<file path="config.mk">
export PLATFORM = sky130hd
export DESIGN_NAME = mmcm_ps_sequencer
export DESIGN_NICKNAME = d
export VERILOG_FILES = /design/src/rtl/mmcm_ps_sequencer.sv
export SDC_FILE = /design/constraint.sdc
export NUM_CORES = 1
export LEC_CHECK = 0
export CORE_UTILIZATION = 55
export DETAILED_ROUTE_END_ITERATION = 8
export DONT_BUFFER_PORTS = 1
export PLACE_DENSITY = 0.78
export SLEW_MARGIN = 20
export SYNTH_ARGS = -nofsm -noshare
export SYNTH_HDL_FRONTEND = slang
export SYNTH_SLANG_ARGS = --single-unit
</file>
<file path="constraint.sdc">
create_clock -name clk_312_50Mhz_MASTER -period 8.2 [get_ports clk_312_50Mhz_MASTER]
set_input_delay 2.05 -clock clk_312_50Mhz_MASTER [delete_from_list [all_inputs] [get_ports clk_312_50Mhz_MASTER]]
set_output_delay 2.05 -clock clk_312_50Mhz_MASTER [all_outputs]
set_load 0.05 [all_outputs]
</file>
<file path="src/rtl/mmcm_ps_sequencer.sv">
// MMCM dynamic phase-shift sequencer: one psen per requested step, waits for psdone,
// spaces pulses by GAP_CYC, tracks net phase and flags timeout / lock loss.
module mmcm_ps_sequencer #(
    parameter int unsigned CNT_W       = 16,
    parameter int unsigned GAP_CYC     = 4,
    parameter int unsigned TIMEOUT_CYC = 64
) (
    input  logic             clk_312_50Mhz_MASTER,
    input  logic             rst,
    input  logic             req_valid,
    output logic             req_ready,
    input  logic [CNT_W-1:0] req_steps,
    input  logic             abort,
    input  logic             mmcm_locked,
    output logic             psen,
    output logic             psincdec,
    input  logic             psdone,
    output logic             busy,
    output logic             done_pulse,
    output logic [CNT_W-1:0] steps_issued,
    output logic [31:0]      net_phase,
    output logic             timeout_err,
    output logic             lock_err
);

    localparam int unsigned TMO_W = (TIMEOUT_CYC > 1) ? $clog2(TIMEOUT_CYC) : 1;
    localparam int unsigned GAP_W = (GAP_CYC > 1) ? $clog2(GAP_CYC) : 1;

    typedef enum logic [1:0] {
        IDLE      = 2'd0,
        ISSUE     = 2'd1,
        WAIT_DONE = 2'd2,
        GAP       = 2'd3
    } state_t;

    state_t             state, state_nxt;
    logic [CNT_W-1:0]   remaining, remaining_nxt;
    logic [TMO_W-1:0]   timer, timer_nxt;
    logic [GAP_W-1:0]   gap_cnt, gap_cnt_nxt;
    logic               psen_nxt, psincdec_nxt, busy_nxt, done_nxt;
    logic               timeout_nxt, lock_nxt;
    logic [CNT_W-1:0]   steps_nxt;
    logic [31:0]        net_nxt;
    logic [CNT_W-1:0]   req_mag;

    // Magnitude as unsigned CNT_W: the most negative request maps to 2^(CNT_W-1)
    assign req_mag   = req_steps[CNT_W-1] ? (~req_steps + CNT_W'(1)) : req_steps;
    assign req_ready = (state == IDLE) && mmcm_locked && !rst;

    always_ff @(posedge clk_312_50Mhz_MASTER or posedge rst) begin
        if (rst) begin
            state        <= IDLE;
            remaining    <= '0;
            timer        <= '0;
            gap_cnt      <= '0;
            psen         <= 1'b0;
            psincdec     <= 1'b0;
            busy         <= 1'b0;
            done_pulse   <= 1'b0;
            steps_issued <= '0;
            net_phase    <= '0;
            timeout_err  <= 1'b0;
            lock_err     <= 1'b0;
        end else begin
            state        <= state_nxt;
            remaining    <= remaining_nxt;
            timer        <= timer_nxt;
            gap_cnt      <= gap_cnt_nxt;
            psen         <= psen_nxt;
            psincdec     <= psincdec_nxt;
            busy         <= busy_nxt;
            done_pulse   <= done_nxt;
            steps_issued <= steps_nxt;
            net_phase    <= net_nxt;
            timeout_err  <= timeout_nxt;
            lock_err     <= lock_nxt;
        end
    end

    always_comb begin
        state_nxt     = state;
        remaining_nxt = remaining;
        timer_nxt     = timer;
        gap_cnt_nxt   = gap_cnt;
        psincdec_nxt  = psincdec;
        done_nxt      = 1'b0;
        steps_nxt     = steps_issued;
        net_nxt       = net_phase;
        timeout_nxt   = timeout_err;
        lock_nxt      = lock_err;

        case (state)
            IDLE: begin
                if (req_valid && mmcm_locked) begin
                    timeout_nxt = 1'b0;
                    lock_nxt    = 1'b0;
                    steps_nxt   = '0;
                    if (req_steps == '0) begin
                        done_nxt = 1'b1;
                    end else begin
                        remaining_nxt = req_mag;
                        psincdec_nxt  = !req_steps[CNT_W-1];
                        state_nxt     = ISSUE;
                    end
                end
            end
            ISSUE: begin
                timer_nxt = '0;
                state_nxt = WAIT_DONE;
            end
            WAIT_DONE: begin
                timer_nxt = timer + TMO_W'(1);
                // psdone takes priority over a coincident timeout
                if (psdone) begin
                    remaining_nxt = remaining - CNT_W'(1);
                    steps_nxt     = steps_issued + CNT_W'(1);
                    net_nxt       = psincdec ? (net_phase + 32'd1) : (net_phase - 32'd1);
                    if ((remaining == CNT_W'(1)) || abort) begin
                        state_nxt = IDLE;
                        done_nxt  = 1'b1;
                    end else if (GAP_CYC == 0) begin
                        state_nxt = ISSUE;
                    end else begin
                        gap_cnt_nxt = '0;
                        state_nxt   = GAP;
                    end
                end else if (timer == TMO_W'(TIMEOUT_CYC - 1)) begin
                    timeout_nxt = 1'b1;
                    done_nxt    = 1'b1;
                    state_nxt   = IDLE;
                end
            end
            GAP: begin
                if (abort) begin
                    state_nxt = IDLE;
                    done_nxt  = 1'b1;
                end else if (gap_cnt == GAP_W'(GAP_CYC - 1)) begin
                    state_nxt = ISSUE;
                end else begin
                    gap_cnt_nxt = gap_cnt + GAP_W'(1);
                end
            end
            default: state_nxt = IDLE;
        endcase

        // Lock loss abandons the request without accounting or done_pulse
        if ((state != IDLE) && !mmcm_locked) begin
            state_nxt     = IDLE;
            lock_nxt      = 1'b1;
            done_nxt      = 1'b0;
            timeout_nxt   = timeout_err;
            remaining_nxt = remaining;
            steps_nxt     = steps_issued;
            net_nxt       = net_phase;
        end

        psen_nxt = (state_nxt == ISSUE);
        busy_nxt = (state_nxt != IDLE);
    end

endmodule

</file>
# After elaboration in Yosys (flattened, before gate mapping)
# Cells that the tools add are included.
# word_totals
reg_bits	80
latchBits	0
mem_bits_rw	0
rom_bits	0
input_bits	22
out_inout_bits	55
wordCells	99
n_memories	0
# classes
add_sub_neg	7
multipliers	0
div_mod_pow	0
order_cmp	0
n_eq_ne	15
n_shift	0
muxes	38
n_bitwise	3
reduce_logical	24
# ops
cell	count
$mux W16	6
$pmux W16 S2	2
$add A16 B1 Y16 const B	2
$add A32 B1 Y32 const B	1
$mux W32	1
$sub A32 B1 Y32 const B	1
$mux W2	12
$eq A16 B1 Y1 const B	1
$logic_not A16 Y1	1
$not A16 Y16	1
$sub A16 B1 Y16 const B	1
$reduce_and A5 Y1	3
$ne A2 B2 Y1 const B	7
$reduce_bool A2 Y1	7
$mux W1	12
$pmux W6 S2	1
$pmux W2 S4	1
$add A6 B1 Y6 const B	1
$eq A2 B2 Y1 const B	3
$eq A6 B6 Y1 const B	1
$reduce_and A3 Y1	2
$eq A2 B1 Y1 const B	2
$logic_and A1 B1 Y1	4
$pmux W2 S2	1
10 further kinds	13

# Longest topological paths before layout
# Gate-level depths: netlist (run 1).
# logic_depth
ltp_word	7
ltp_mapped	12
depth_no_buf	11

# Least setup slack after synthesis (run 1)
# OpenSTA, ideal clock, no wires.
# synth_timing
path_type	in2out
startpoint	input rst
endpoint	output req_ready
arrival_time_ns	4.378
path_slack_ns	1.772
path_stages	2
n_path_buf	0
path_cell_list	inv_1 -> and3_1
# synth_between
elab_chain_len	2
# synth_lines
item	line	rtl
from (decl)	9	input logic rst,
$logic_not A1 Y1 (no source line)	-	
$logic_and A1 B1 Y1	48	assign req_ready = (state == IDLE) && mmcm_locked && !rst;
to (decl)	11	output logic req_ready,
# No other way between the ends.

# Final worst setup path (run 1)
# Same ends and word-level chain as after synthesis.

==> summary.txt, run 1 <==
outcome = complete, no violations
Routed WL per cell = 15.3 um
leakage = 2.65 nW
worst min-delay path class = reg -> reg
max_cap viols = 0
sw frac = 53.2%
crit path max fanout = 29
Max transition margin = 34.9%
Synth Warn # = 0
vias = 4616
Sw Pwr = 1.42 mW
Top FF cell, synth = dfrtp_1
worst-margin pin slew = 0.976 ns
final setup skew = 0.0103 ns
vias per cell = 5.99
WHS = 0.487 ns
drc violations = 0
Die Ht = 103 um
Final period util = 61.9%
cts bufs inserted = 9
Reg power frac = 37.2%
Rows = 36
Clock Tree Buf Depth = 2
Top Layer Used = met4
post-DP HPWL = 8530 um
Post-synth EDFFs = 0
grt total ovfl = 0
insertion delay to the later sink of the worst-skew pair = 0.35 ns
PwrDens = 456 mW/mm2
largest net degree at the start of global routing = 65
Mapped Area = 0.00557 mm2
ANT nets after route = 0
final slew viol count = 0
Total GRT Usage = 22.9%
CTS tree = done
setup tns final = 0 ns
worst vdd ir = 242 uV
Final Wtd Congestion = 0.934
metal2 WL = 5770 um
Final Instance Area = 0.00586 mm2
Met1 Wirelength = 5360 um
Clock power frac = 11.8%
WP data required = 6.15 ns
initial DRC count = 158
io pins = 77
share of post-route cells with drive strength above 1 = 5.64%
clock sinks = 80
CTS H-Tree Depth = 3
RSZ-0062 raised after global routing = no
area of placed instances = 0.00565 mm2
Worst Setup Path Type = in -> out
Final nets = 696
CP Launch Type = input pin
number of I/O port buffers = 0
Worst EP arrival = 3.03 ns
crit end category = primary output
post-synthesis sequential area ratio = 36.0%
vias in the first global route = 4421
die width = 103 um
Final min period = 5.08 ns
WL final = 11800 um
WL met3 = 456 um
Resized Gates After CTS = 0
core area = 0.00977 mm2
Worst path slowest cell = and3_1
ANT cells = 0
Comb pwr share = 51.0%
Power Total = 2.68 mW
ys async rst share = 100%
Area Overhead vs Synth = 5.28%
Setup Fix Bufs, Post-CTS = 0
Synth cell types = 61
cts hold-fix bufs = 0
Int Pwr = 1.25 mW
first-pass GRT wire length = 19300 um
Yosys reg bits = 80
Synthesized Nets = 706
Starting Density = 57.0%
CP max stage delay = 0.57 ns
Worst-path clk slew = 0.09 ns
die area = 0.0105 mm2
delay-heaviest family, CP = simple AND/OR/NAND/NOR gates
Post-Synthesis Cells = 643
Mapped Avg Cell Area = 8.66 um2
final hold vios = 0
WP buf/inv = 1
Setup Viol. Count Final = 0
initial antenna violation count = 0
Pre-antenna DRT Iters = 5
Cell Chain, Critical Path = clkinv_2, and3_1
fill cell count = 838
clock root buffer master = clkbuf_8
Max Clock Freq = 197 MHz
==> kinds of logic after synthesis <==
kind of cell	count (synthesis)	synth area share (%)
simple gates	207	18.2
mux	7	1.28
fa+ha+maj	41	9.35
flops	80	36.0
buf+inv	52	3.93
compound gates	204	23.1
xor+xnor	52	8.18
==> registers in the layout, summed over array words and instances, names as in the netlist <==
register / cells
busy: 1
done_pulse: 1
gap_cnt: 2
lock_err: 1
net_phase: 32
psen: 1
psincdec: 1
remaining: 16
state: 2
steps_issued: 16
timeout_err: 1
timer: 6
==> path summary, 6_finish.rpt <==
| path | start | endpoint | slack [ns] | cells after the start |
|---|---|---|---|---|
| max in group asynchronous | rst | remaining[2] | 5.56 | 2 |
| min in group asynchronous | rst | net_phase[27] | 1.59 | 1 |
| setup / recovery | rst | req_ready | 3.12 | 2 |
| setup reg to reg | psincdec | net_phase[28] | 4.42 | 12 |
| hold reg to reg | gap_cnt[0] | gap_cnt[0] | 0.49 | 1 |
| hold / removal | gap_cnt[0] | gap_cnt[0] | 0.49 | 1 |
==> metrics by stage <==
stage	instances	util, %	worst slack, ns
floorplan	643	-	1.77
global placement	755	57.8	3.09
detailed placement	755	57.8	3.08
CTS	771	59.9	3.08
global route	771	60.0	2.98
finish	771	60.0	3.12
==> layout make-up <==
cell class	instances	area [um2]	area share (%)
clock buffer	10	138	2.35
timing repair buffer	3	22.5	0.384
clock inverter	6	72.6	1.24
sequential	80	2000	34.2
tap	133	166	2.84
multi-input combinational	511	3350	57.2
inverter	28	106	1.81
==> synthesized netlist by cell type (13+ instances only) <==
master / instances / area share, %
xnor2_1: 27 / 4.2
o21ai_0: 58 / 5.2
inv_1: 28 / 1.9
ha_1: 40 / 9.0
a21oi_1: 48 / 4.3
a21o_1: 19 / 2.6
clkbuf_1: 14 / 0.94
dfrtp_1: 80 / 36
nor2_1: 44 / 3.0
o22ai_1: 16 / 1.8
xor2_1: 25 / 3.9
nor3_1: 13 / 1.2
nand3_1: 28 / 2.5
nand2_1: 66 / 4.4
==> cell usage in the layout, fill, tap and decap left out, types with 3 or more instances in the layout <==
master    Yosys  layout
a211oi_1      4       4
a21o_1       19      19
a21oi_1      48      48
a31oi_1       3       3
and2_1        7       7
and3_1        6       6
buf_4         0       3
clkbuf_8      0      10
dfrtp_1      80      80
ha_1         40      39
inv_1        28      27
inv_6         0       3
mux2i_1       6       6
nand2_1      66      66
nand2b_1      5       5
nand3_1      28      28
nand4_1      10      10
nor2_1       44      44
nor3_1       13      13
nor3b_1       7       7
o211ai_1      5       5
o21a_1        7       7
o21ai_0      58      58
o21ai_1       6       6
o21bai_1      3       3
o22ai_1      16      16
o31ai_1      10      10
or3_1         8       7
xnor2_1      27      27
xor2_1       25      25
==> routing by layer <==
metal | vias up | global-route usage (%)
met3 | 20 | 5.15
met1 | 2201 | 27.9
met5 | - | 0
met2 | 93 | 40.1
met4 | 0 | 7.80
li1 | 2302 | -
==> power groups by stage <==
| stage | registers (mW) | clock network (mW) | logic [mW] |
|---|---|---|---|
| finish | 0.996 | 0.315 | 1.37 |
| global route | 1.02 | 0.335 | 1.54 |
| CTS | 0.996 | 0.323 | 1.36 |
| detailed placement | 1.00 | 0 | 1.35 |
| global placement | 0.996 | 0 | 1.29 |
| floorplan | 0.954 | 0 | 1.15 |
No activity file was read; power rests on OpenSTA's default activity.
==> inputs of run 2 (changes only) <==
clock period = 4.8 ns   (was 8.2 ns; I/O delays follow)
==> run 2 against run 1 <==
Power rose by 70%. Register-to-register slack lost 3.0 ns. Critical path depth increased by 9. Utilization up 0.15 points. Non-clock buffer count up 3. Sequential share of layout area down 0.087 points. Sequential cell count is the same. Design area rose by 0.26%. Critical endpoint is now net_phase[28].
==> summary.txt, run 2 (synthesis results as in run 1) <==
outcome = complete, no violations
initial antenna violation count = 0
clock sinks = 80
Clock power frac = 11.5%
vias per cell = 6.01
FF-to-FF Start = psincdec
CP Launch Type = flip-flop
io pins = 77
Rows = 36
worst hold path stage count = 1
Top cell by count, worst path = a21o_1
cts hold-fix bufs = 0
Max Clock Freq = 293 MHz
post-DP HPWL = 8580 um
Max transition margin = 33.0%
RSZ-0062 raised after global routing = no
Final min period = 3.41 ns
reg2reg end = net_phase[28]
die area = 0.0105 mm2
cts bufs inserted = 9
max reg flops = 32
Int Pwr = 2.14 mW
die width = 103 um
insertion delay to the later sink of the worst-skew pair = 0.35 ns
WP data required = 4.99 ns
share of post-route cells with drive strength above 1 = 5.93%
WL final = 12000 um
Worst path slowest cell = inv_1
Pre-antenna DRT Iters = 5
max_cap viols = 0
Worst EP arrival = 3.61 ns
WP buf/inv = 1
largest net degree at the start of global routing = 65
Die Ht = 103 um
Comb pwr share = 51.7%
CP Launch Point = psincdec
worst setup margin = 1.39 ns
sw frac = 53.0%
Cell Chain, Critical Path = inv_1, ha_1, a21o_1, a21o_1, a21o_1, a221o_1, a31oi_1, a21oi_1, or2_1, a211oi_1, o31ai_1
most frequent cells in the layout = dfrtp_1, nand2_1, o21ai_0
Worst Setup Path Type = reg -> reg
WHS = 0.493 ns
Area Overhead vs Synth = 5.55%
PwrDens = 774 mW/mm2
Total GRT Usage = 23.4%
vias = 4654
core area = 0.00977 mm2
CTS H-Tree Depth = 3
FF-to-FF path depth = 11
Power Total = 4.55 mW
Clock Tree Buf Depth = 2
dpl ws = 1.33 ns
first-pass GRT wire length = 19500 um
final setup skew = 0.00892 ns
Final period util = 71.1%
worst min-delay path class = reg -> reg
CP max stage delay = 0.55 ns
initial DRC count = 159
Worst-path clk slew = 0.09 ns
leakage = 2.65 nW
final slew viol count = 0
Final nets = 699
Sw Pwr = 2.41 mW
ANT cells = 0
CP Capture Point = net_phase[28]
most common cell after layout, fill and taps aside = dfrtp_1
final hold vios = 0
drc violations = 0
vias in the first global route = 4295
Final Wtd Congestion = 0.882
CTS tree = done
Starting Density = 57.0%
Resized Gates After CTS = 0
crit end category = flip-flop
Setup Fix Bufs, Post-CTS = 0
ANT nets after route = 0
Crit path depth = 11
worst vdd ir = 409 uV
largest register by flop count = net_phase
Top Registers = net_phase (32), remaining (16), steps_issued (16)
worst-margin pin slew = 1.01 ns
Setup Viol. Count Final = 0
Reg power frac = 36.8%
grt total ovfl = 0
crit path max fanout = 20
Routed WL per cell = 15.5 um
number of I/O port buffers = 0
Worst R2R Setup Slack = 1.39 ns
delay-heaviest family, CP = compound AO/OA/AOI/OAI gates
clock root buffer master = clkbuf_8
setup tns final = 0 ns
[run 2: worst min-delay path by stage]
stage / from / to / slack, ns
final: gap_cnt[0] / gap_cnt[0] / 0.49
after global routing: gap_cnt[0] / gap_cnt[0] / 0.53
after CTS: gap_cnt[0] / gap_cnt[0] / 0.50
after detailed placement: gap_cnt[0] / gap_cnt[0] / 0.48
after global placement: gap_cnt[0] / gap_cnt[0] / 0.47
after floorplan: gap_cnt[0] / gap_cnt[0] / 0.46
[run 2: area by class of cell]
class	count	area, um2
flip-flops and latches	80	2000
multi-input cells	511	3350
inverters	28	106
fillers	863	3900
clock inverters	6	67.6
well taps	133	166
repair buffers	6	45.0
clock buffers	10	138
[run 2: power groups by stage]
stage	registers [mW]	logic [mW]	clock network, mW
3_3_place_gp	1.68	2.26	0
4_1_cts	1.67	2.35	0.536
2_1_floorplan	1.63	1.96	0
6_report	1.67	2.35	0.523
5_1_grt	1.72	2.65	0.560
3_5_place_dp	1.69	2.33	0
[run 2: routing by layer]
metal / up-vias / share of wire, % / track usage (%)
li1: 2305 / - / -
met3: 16 / 4.7 / 4.61
met5: - / 0 / 0
met4: 0 / 1.1 / 6.81
met2: 107 / 49 / 40.1
met1: 2226 / 46 / 29.8
[run 2: per-stage QoR]
step           instances  area, um2  utilization [%]
3_5_place_dp         758       5670             58.0
3_3_place_gp         758       5670             58.0
6_report             774       5880             60.1
4_1_cts              774       5880             60.1
2_1_floorplan        643       5570                -
5_1_grt              774       5880             60.1
==> inputs of run 3 (changes only) <==
clock period = 3.4 ns   (was 4.8 ns; I/O delays follow)
==> run 3 against run 2 <==
Register-to-register slack worse by 1.1 ns. Via count grew 2.9%. Non-clock buffer count up 12. Sequential cell count unchanged. Clock skew is 0.0061 ns higher. Sequential share of layout area shrank 0.63 points. Count of clock-buffer cells in the layout up 1. Maximum frequency grew 8.8%. Power up 46%. Largest power group unchanged.
==> summary.txt, run 3 (synthesis results as in run 1) <==
post-route insts no fill = 784
WP data required = 3.60 ns
Top Registers = net_phase (32), remaining (16), steps_issued (16)
CTS tree = done
cts bufs inserted = 9
Area Overhead vs Synth = 7.60%
PwrDens = 1110 mW/mm2
Max transition margin = 34.0%
Setup Viol. Count Final = 0
post-DP HPWL = 8890 um
CP Launch Type = flip-flop
Comb pwr share = 56.3%
most common cell after layout, fill and taps aside = dfrtp_1
ANT nets after route = 0
Worst EP arrival = 3.34 ns
clock sinks = 80
first-pass GRT wire length = 20700 um
largest register by flop count = net_phase
vias per cell = 6.11
Max Clock Freq = 319 MHz
sw frac = 51.9%
worst vdd ir = 584 uV
Worst Setup Path Type = reg -> reg
dpl ws = 0.171 ns
leakage = 2.71 nW
met3 Use GR = 6.44%
ANT cells = 0
Die Ht = 103 um
Pre-antenna DRT Iters = 5
share of post-route cells with drive strength above 1 = 7.53%
insertion delay to the later sink of the worst-skew pair = 0.35 ns
cell count after placement = 768
max_cap viols = 0
Final min period = 3.14 ns
Final nets = 711
crit path max fanout = 10
reg2reg end = net_phase[28]
FF-to-FF Start = psincdec
vias in the first global route = 4494
Rows = 36
worst-margin pin slew = 0.990 ns
WL final = 12400 um
most frequent cells in the layout = dfrtp_1, nand2_1, o21ai_0
Worst R2R Setup Slack = 0.26 ns
vias = 4790
die area = 0.0105 mm2
GR Util met2 = 42.3%
Clock Tree Buf Depth = 2
Worst-path clk slew = 0.09 ns
initial antenna violation count = 0
FF-to-FF path depth = 12
clock root buffer master = clkbuf_8
die width = 103 um
met1 Use GR = 30.8%
initial DRC count = 144
largest net degree at the start of global routing = 65
crit end category = flip-flop
max reg flops = 32
worst setup margin = 0.262 ns
number of I/O port buffers = 0
worst min-delay path class = in -> async
fill cell count = 838
Reg power frac = 32.3%
core area = 0.00977 mm2
RSZ-0062 raised after global routing = no
final slew viol count = 0
Final Wtd Congestion = 0.925
Total GRT Usage = 24.7%
Sw Pwr = 3.45 mW
CTS H-Tree Depth = 3
io pins = 77
Int Pwr = 3.20 mW
final setup skew = 0.0151 ns
grt total ovfl = 0
gr busiest metal = met2
Starting Density = 57.0%
Clock power frac = 11.4%
drc violations = 0
final hold vios = 0
WHS = 0.492 ns
Routed WL per cell = 15.8 um
outcome = complete, no violations
Final period util = 92.3%
==> run 3: repair_timing <==
action | CTS | global route
hold buffers | 0 | 0
hold endpoints to repair | 0 | 0
setup endpoints to repair | 0 | 7
resized for setup | 0 | 0
setup buffers | 0 | 2
==> run 3: worst max path at each step <==
stage,cells after the start,from,slack (ns),to
2_1_floorplan,2,rst,-0.13,req_ready
3_3_place_gp,11,psincdec,0.28,net_phase[28]
3_5_place_dp,11,psincdec,0.17,net_phase[28]
4_1_cts,11,psincdec,0.1,net_phase[31]
5_1_grt,11,psincdec,0.01,net_phase[28]
6_report,12,psincdec,0.26,net_phase[28]
==> run 3: stage by stage <==
stage          utilization [%]  TNS [ns]  power (mW)  cell area [um2]
2_1_floorplan                -    -0.127        5.08             5580
3_3_place_gp              58.9         0        5.65             5750
3_5_place_dp              58.9         0        5.81             5750
4_1_cts                   61.0         0        6.61             5960
5_1_grt                   61.3         0        7.18             5990
6_report                  61.3         0        6.65             5990
==> run 3: final cells by class <==
cell class / instances / area [um2] / area share, %
clock buffers: 11 / 141 / 2.36
clock inverters: 3 / 67.6 / 1.13
inverters: 28 / 113 / 1.88
multi-input cells: 511 / 3350 / 56.0
flip-flops and latches: 80 / 2000 / 33.4
well taps: 133 / 166 / 2.78
repair buffers: 18 / 148 / 2.46
==> run 3: metal layers <==
metal,part of all wire [%],wire length [um]
met5,0,0
met4,1.0,125
met3,5.3,658
met2,50,6180
met1,44,5420
==> run 3: power by group through the flow <==
stage / registers, mW / clock network (mW) / logic, mW
2_1_floorplan: 2.30 / 0 / 2.78
3_3_place_gp: 2.15 / 0 / 3.50
3_5_place_dp: 2.16 / 0 / 3.65
4_1_cts: 2.14 / 0.784 / 3.68
5_1_grt: 2.20 / 0.824 / 4.16
6_report: 2.15 / 0.760 / 3.74
==> run 3: worst max-delay path, stage by stage (launching register included) <==
cell and delay (ns):
dfrtp_2 0.39, clkinvlp_4 0.13, buf_4 0.20, ha_1 0.37, a21o_1 0.18, a21o_1 0.16
a21o_1 0.19, a221o_1 0.32, a31oi_1 0.28, a21oi_1 0.14, or2_1 0.29, a211oi_1 0.23
o31ai_1 0.10
